### config.mk
export PLATFORM = sky130hd
export DESIGN_NAME = mmio_responder
export DESIGN_NICKNAME = d
export VERILOG_FILES = /design/src/rtl/mmio_responder_pkg.sv /design/src/rtl/mmio_responder_serial_fifo.sv /design/src/rtl/mmio_responder.sv
export SDC_FILE = /design/constraint.sdc
export NUM_CORES = 1
export LEC_CHECK = 0
export ABC_CLOCK_PERIOD_IN_PS = 11300
export BUFFER_PORTS_ARGS = -buffer_cell sky130_fd_sc_hd__buf_2
export CAP_MARGIN = 20
export CORE_ASPECT_RATIO = 1.1
export CORE_UTILIZATION = 40
export DETAILED_ROUTE_END_ITERATION = 8
export PLACE_DENSITY_LB_ADDON = 0.08
export SLEW_MARGIN = 0
export SYNTH_ARGS = -nofsm -noshare
export SYNTH_HDL_FRONTEND = slang
export SYNTH_SLANG_ARGS = --single-unit
### constraint.sdc
create_clock -name clk -period 11.3 [get_ports clk]
set_input_delay 1.13 -clock clk [delete_from_list [all_inputs] [get_ports clk]]
set_output_delay 1.13 -clock clk [all_outputs]
set_load 0.02 [all_outputs]
### src/rtl/mmio_responder_pkg.sv
// Shared types for the physical IO responder.
//   - Physical IO address path layout and the timer/serial offsets inside the
//     IO space.
//   - Request/response bundles, the 64-bit timer count type and the serial
//     byte width.
//   - decode_io(): classifies a physical address into the register it selects.
//     Anything that is not a naturally aligned hit in IO space is an error.
package mmio_responder_pkg;

    typedef struct packed {
        logic        isUncachable;
        logic        isIO;
        logic [19:0] addr;
    } PhyAddrPath;

    localparam logic [19:0] PHY_ADDR_MTIME_LO    = 20'h0_0000;
    localparam logic [19:0] PHY_ADDR_MTIME_HI    = 20'h0_0004;
    localparam logic [19:0] PHY_ADDR_MTIMECMP_LO = 20'h0_0008;
    localparam logic [19:0] PHY_ADDR_MTIMECMP_HI = 20'h0_000C;
    localparam logic [19:0] PHY_ADDR_SERIAL      = 20'h0_2000;

    localparam int unsigned SERIAL_BYTE = 8;

    typedef logic [63:0] TimerCount;

    typedef struct packed {
        logic        isWrite;
        PhyAddrPath  addr;
        logic [31:0] wdata;
    } IO_Request;

    typedef struct packed {
        logic        valid;
        logic [31:0] data;
        logic        error;
    } IO_Response;

    typedef enum logic [2:0] {
        SEL_MTIME_LO,
        SEL_MTIME_HI,
        SEL_MTIMECMP_LO,
        SEL_MTIMECMP_HI,
        SEL_SERIAL,
        SEL_ERR
    } io_sel_e;

    function automatic io_sel_e decode_io(input PhyAddrPath a);
        io_sel_e sel;
        if (!a.isIO || (a.addr[1:0] != 2'b00)) begin
            sel = SEL_ERR;
        end else begin
            case (a.addr)
                PHY_ADDR_MTIME_LO:    sel = SEL_MTIME_LO;
                PHY_ADDR_MTIME_HI:    sel = SEL_MTIME_HI;
                PHY_ADDR_MTIMECMP_LO: sel = SEL_MTIMECMP_LO;
                PHY_ADDR_MTIMECMP_HI: sel = SEL_MTIMECMP_HI;
                PHY_ADDR_SERIAL:      sel = SEL_SERIAL;
                default:              sel = SEL_ERR;
            endcase
        end
        return sel;
    endfunction

endpackage

### src/rtl/mmio_responder_serial_fifo.sv
// io_serial_fifo: small synchronous FIFO carrying serial output bytes.
//   clk, rst          clock, synchronous active-high reset (empties the FIFO)
//   in_valid/in_ready write side; a byte is stored when both are high
//   in_data           byte to store
//   full              all DEPTH entries occupied
//   out_ready         sink consumes the head entry when not empty
//   out_data          head entry (valid when !empty)
//   empty             no entries held
// Storage is registered, so a byte written into an empty FIFO shows up at the
// head on the following cycle (no write-to-read bypass).
module io_serial_fifo #(
    parameter int unsigned DEPTH = 4,
    parameter int unsigned WIDTH = 8
) (
    input  logic             clk,
    input  logic             rst,
    input  logic             in_valid,
    output logic             in_ready,
    input  logic [WIDTH-1:0] in_data,
    output logic             full,
    input  logic             out_ready,
    output logic [WIDTH-1:0] out_data,
    output logic             empty
);

    localparam int unsigned PTR_W = $clog2(DEPTH);

    logic [WIDTH-1:0] mem_q [DEPTH];
    logic [WIDTH-1:0] mem_d [DEPTH];
    logic [PTR_W-1:0] wr_ptr_q, wr_ptr_d;
    logic [PTR_W-1:0] rd_ptr_q, rd_ptr_d;
    logic [PTR_W:0]   count_q,  count_d;
    logic             push, pop;

    assign full     = (count_q == (PTR_W+1)'(DEPTH));
    assign empty    = (count_q == '0);
    assign in_ready = !full;
    assign out_data = mem_q[rd_ptr_q];

    always_comb begin
        push     = in_valid && in_ready;
        pop      = !empty && out_ready;
        mem_d    = mem_q;
        wr_ptr_d = wr_ptr_q;
        rd_ptr_d = rd_ptr_q;
        count_d  = count_q;
        if (push) begin
            mem_d[wr_ptr_q] = in_data;
            wr_ptr_d        = wr_ptr_q + 1'b1;
        end
        if (pop) begin
            rd_ptr_d = rd_ptr_q + 1'b1;
        end
        case ({push, pop})
            2'b10:   count_d = count_q + 1'b1;
            2'b01:   count_d = count_q - 1'b1;
            default: count_d = count_q;
        endcase
    end

    always_ff @(posedge clk) begin
        if (rst) begin
            wr_ptr_q <= '0;
            rd_ptr_q <= '0;
            count_q  <= '0;
        end else begin
            wr_ptr_q <= wr_ptr_d;
            rd_ptr_q <= rd_ptr_d;
            count_q  <= count_d;
        end
    end

    // Entry contents need no reset; the pointers define what is valid.
    always_ff @(posedge clk) begin
        mem_q <= mem_d;
    end

endmodule

### src/rtl/mmio_responder.sv
// mmio_responder: target-side endpoint for physical IO requests (isIO=1).
// Implements the 64-bit mtime/mtimecmp timer and a serial output byte port
// drained through io_serial_fifo.
//   clk, rst                       clock, synchronous active-high reset
//   ioReqValid/ioReqReady          request handshake; ready = !fifo full
//   ioReqIsWrite, ioReqAddr,
//   ioReqWriteData                 request payload (addr is PhyAddrPath)
//   ioRespValid/Data/Error         registered one-cycle response pulse
//   serialValid/Data/Ready         FIFO head towards the UART side
//   timerInterrupt                 registered (mtime >= mtimecmp)
module mmio_responder
    import mmio_responder_pkg::*;
#(
    parameter int unsigned SERIAL_FIFO_DEPTH = 4,
    parameter int unsigned TIMER_PRESCALE    = 1
) (
    input  logic        clk,
    input  logic        rst,
    input  logic        ioReqValid,
    output logic        ioReqReady,
    input  logic        ioReqIsWrite,
    input  logic [21:0] ioReqAddr,
    input  logic [31:0] ioReqWriteData,
    output logic        ioRespValid,
    output logic [31:0] ioRespData,
    output logic        ioRespError,
    output logic        serialValid,
    output logic [7:0]  serialData,
    input  logic        serialReady,
    output logic        timerInterrupt
);

    localparam int unsigned PRESCALE_W = (TIMER_PRESCALE > 1) ? $clog2(TIMER_PRESCALE) : 1;

    IO_Request  io_req;
    io_sel_e    sel;
    logic       accept;
    logic       tick;
    logic       fifo_push;
    logic       fifo_in_ready;
    logic       fifo_full;
    logic       fifo_empty;

    logic [PRESCALE_W-1:0] presc_q, presc_d;
    TimerCount             mtime_q, mtime_d;
    TimerCount             mtimecmp_q, mtimecmp_d;
    IO_Response            resp_q, resp_d;
    logic                  irq_q, irq_d;

    assign ioReqReady     = !fifo_full;
    assign serialValid    = !fifo_empty;
    assign ioRespValid    = resp_q.valid;
    assign ioRespData     = resp_q.data;
    assign ioRespError    = resp_q.error;
    assign timerInterrupt = irq_q;

    always_comb begin
        io_req = '{isWrite: ioReqIsWrite, addr: PhyAddrPath'(ioReqAddr), wdata: ioReqWriteData};
        sel    = decode_io(io_req.addr);
        accept = ioReqValid && ioReqReady;

        tick    = (presc_q == PRESCALE_W'(TIMER_PRESCALE - 1));
        presc_d = tick ? '0 : presc_q + 1'b1;

        mtime_d    = mtime_q + TimerCount'(tick);
        mtimecmp_d = mtimecmp_q;
        resp_d     = '0;
        fifo_push  = 1'b0;

        if (accept) begin
            resp_d.valid = 1'b1;
            if (sel == SEL_ERR) begin
                resp_d.error = 1'b1;
            end else if (io_req.isWrite) begin
                // A half write is built from the pre-increment value, which
                // also drops this cycle's tick.
                case (sel)
                    SEL_MTIME_LO:    mtime_d = {mtime_q[63:32], io_req.wdata};
                    SEL_MTIME_HI:    mtime_d = {io_req.wdata, mtime_q[31:0]};
                    SEL_MTIMECMP_LO: mtimecmp_d[31:0]  = io_req.wdata;
                    SEL_MTIMECMP_HI: mtimecmp_d[63:32] = io_req.wdata;
                    SEL_SERIAL:      fifo_push = fifo_in_ready;
                    default:         ;
                endcase
            end else begin
                case (sel)
                    SEL_MTIME_LO:    resp_d.data = mtime_q[31:0];
                    SEL_MTIME_HI:    resp_d.data = mtime_q[63:32];
                    SEL_MTIMECMP_LO: resp_d.data = mtimecmp_q[31:0];
                    SEL_MTIMECMP_HI: resp_d.data = mtimecmp_q[63:32];
                    default:         resp_d.data = '0;
                endcase
            end
        end

        irq_d = (mtime_d >= mtimecmp_d);
    end

    always_ff @(posedge clk) begin
        if (rst) begin
            presc_q    <= '0;
            mtime_q    <= '0;
            mtimecmp_q <= '1;
            resp_q     <= '0;
            irq_q      <= 1'b0;
        end else begin
            presc_q    <= presc_d;
            mtime_q    <= mtime_d;
            mtimecmp_q <= mtimecmp_d;
            resp_q     <= resp_d;
            irq_q      <= irq_d;
        end
    end

    io_serial_fifo #(
        .DEPTH (SERIAL_FIFO_DEPTH),
        .WIDTH (SERIAL_BYTE)
    ) u_serial_fifo (
        .clk       (clk),
        .rst       (rst),
        .in_valid  (fifo_push),
        .in_ready  (fifo_in_ready),
        .in_data   (io_req.wdata[SERIAL_BYTE-1:0]),
        .full      (fifo_full),
        .out_ready (serialReady),
        .out_data  (serialData),
        .empty     (fifo_empty)
    );

endmodule

==> metrics <==
I/O pin count roughly 100; Synth area leader dfxtp_1; total CTS buffers 24; layout cells sized above 1 0.168; pwr dens roughly 120 nW/um2; hold wc startpoint u_serial_fifo.count_q[2]$_SDFFE_PP0P_; Post-CTS Setup Inserts 0; hold path depth 2; die area around 30000 um2; CTS tree yes; Fin. Hold Viols 0; peak fanout along the critical path 32; Post-synth ARST share 0; Layout fillers between 2000 and 3000; nets ~1500; post-CTS sizing 0; PortBufs a little over 100; H-tree levels 1; gp weighted congestion approximately 0.83; area growth from synthesis to layout 13.0%; GRT Total Usage 0.248; # Max-Cap Violations 0; DIE WIDTH 165 um; fmax roughly 0.17 GHz; Root Buffer Master clkbuf_16; share of the synthesized area in the top cell type 0.292; EDFF count, synth 32; most frequent cell after synthesis dfxtp_1; syn nets 1390; worst skew pair latency 0.53 ns; footprint of the multi-input gates 6940 um2; R2R Path Start mtime_q[0]$_SDFF_PP0_; vias 10130; cell count after synthesis ~1300; Critical Path AT 6.35 ns; Avg WL per Cell approximately 21 um; RSZ-0062 raised after global routing false; Routed Wire Length 36.9 mm; Initial Util 0.408; Hold Crit Class reg2reg; Synth Warn # 0; Clock Sinks about 200; vias in the first global route 9623; CTS Buffer Depth 3; Mapped Area 11700 um2; period utilisation layout 0.524; Slew @ Worst Pin 1.10 ns; largest net degree at the start of global routing 76; hold path endpoint u_serial_fifo.count_q[2]$_SDFFE_PP0P_; GR Overflow Total 0; #FFs+latches synth 203; Final Max Slew Viols 0; dpl hpwl approximately 26 mm; Worst Skew between 0.01 and 0.015 ns; CP Class in2reg; reg2reg setup slack between 5 and 6 ns; CORE AREA 28700 um2; Synth cell types 82; Reg clk slew, reported paths 0.06 ns; remaining antenna violation count after routing 0; status complete, no violations; Setup crit end kind flip-flop; Cell Rows 65; dominant cells by area after synthesis dfxtp_1 (29%), edfxtp_1 (8.2%), mux2i_1 (7.9%), ha_1 (7.6%), nand2b_1 (3.6%); Reg-to-Reg End timerInterrupt$_SDFF_PP0_; mean post-synth cell area between 9 and 10 um2; DRC 0; global-route wire length before repair 56.6 mm; drt first-iter violations 769; Peak VDD IR 0.128 mV; Final Util 0.461; Die H 182 um; Main synth FF type dfxtp_1; worst slack at placement 4.87 ns; max_slew headroom 0.265; initial antenna violation count 0; Setup-failing EPs final 0; Req. time, crit path 11.73 ns; fin crit period 5.92 ns; Pre-Repair DR Iteration Count 5; synth cell count leaders dfxtp_1 (171), nor2_1 (101), mux2i_1 (93); final worst slack 5.38 ns; Non-Filler Instances between 1500 and 2000; WHS 0.509 ns; Leak 5.05 nW; register area 4380 um2; hold_buf cts 0; Worst Reg2Reg Path Length in Cells 15; Antenna Cells 0; Worst setup SP type input port; TNS Setup 0 ns; Via density between 5 and 6; sequential fraction of the synthesis area 0.374; placed instance count roughly 1700
[layout by cell type (no fill, tap or decap), types with 32 or more instances in the layout]
| cell type | n |
|---|---|
| dfxtp_1 | 171 |
| nor2_1 | 101 |
| buf_2 | 101 |
| mux2i_1 | 93 |
| nand2_1 | 83 |
| a21oi_1 | 79 |
| ha_1 | 71 |
| nand2b_1 | 67 |
| nand3_1 | 56 |
| nor3_1 | 45 |
| nand4_1 | 36 |
| edfxtp_1 | 32 |
[cell families after synthesis]
family	synth area share
AO/OA/AOI/OAI	0.148
XOR/XNOR	0.00374
adder cells (fa/ha/maj)	0.0775
buffers and inverters	0.0340
flip-flops	0.374
multiplexers	0.116
other	0.000320
AND/OR/NAND/NOR	0.246
[power by group]
part	total [W]	switching, W	leakage, nW	internal (W)
Clock	0.000745	0.000324	0.366	0.000421
Combinational	0.0000530	0.0000348	3.02	0.0000182
Sequential	0.000736	0.000000895	1.67	0.000735
[layout make-up]
type,instances,share of cell area
Clock buffer,27,0.0470
Clock inverter,17,0.00983
Inverter,19,0.00539
Multi-Input combinational cell,972,0.524
Sequential cell,203,0.331
Tap cell,368,0.0348
Timing Repair Buffer,116,0.0473
[sequential cells by signal, indices dropped and copies added (netlist names)]
signal,flops
ioRespData,32
u_serial_fifo.rd_ptr_q,2
mtime_q,64
u_serial_fifo.count_q,3
mtimecmp_q,64
u_serial_fifo.wr_ptr_q,2
ioRespError,1
timerInterrupt,1
presc_q,1
ioRespValid,1
u_serial_fifo.mem_q,32
[stage by stage]
stage | power (W) | instance area, um2
floorplan | 0.000775 | 11700
global placement | 0.000804 | 12500
detailed placement | 0.000804 | 12500
CTS | 0.00156 | 13200
global route | 0.00159 | 13200
finish | 0.00153 | 13200
[metal layers]
layer	track usage	wire length [um]	vias up
met3	0.0295	2230	56
met5	0	0	-
li1	-	-	4915
met2	0.418	17800	319
met1	0.328	16000	4840
met4	0.0771	898	0
[worst max-delay path, cell delays in order]
cell,delay [ns]
buf_2,0.10
or4b_4,0.56
nor3_2,0.31
nand4b_2,0.76
nor3_4,0.35
buf_4,0.62
mux2i_1,0.27
ha_1,0.37
nand4_1,0.16
nor4_1,0.95
nand3_1,0.20
a21oi_1,0.18
o41ai_1,0.09
a31oi_1,0.27
[worst max-delay path by stage]
stage / from / to / slack [ns] / cells after the start
floorplan: ioReqAddr[1] / timerInterrupt$_SDFF_PP0_ / 6.83 / 13
global placement: ioReqAddr[1] / timerInterrupt$_SDFF_PP0_ / 4.88 / 14
detailed placement: ioReqAddr[1] / timerInterrupt$_SDFF_PP0_ / 4.87 / 14
CTS: ioReqAddr[1] / timerInterrupt$_SDFF_PP0_ / 5.41 / 14
global route: ioReqAddr[19] / timerInterrupt$_SDFF_PP0_ / 5.04 / 14
finish: ioReqAddr[1] / timerInterrupt$_SDFF_PP0_ / 5.38 / 14
(Power assumes the default switching activity.)
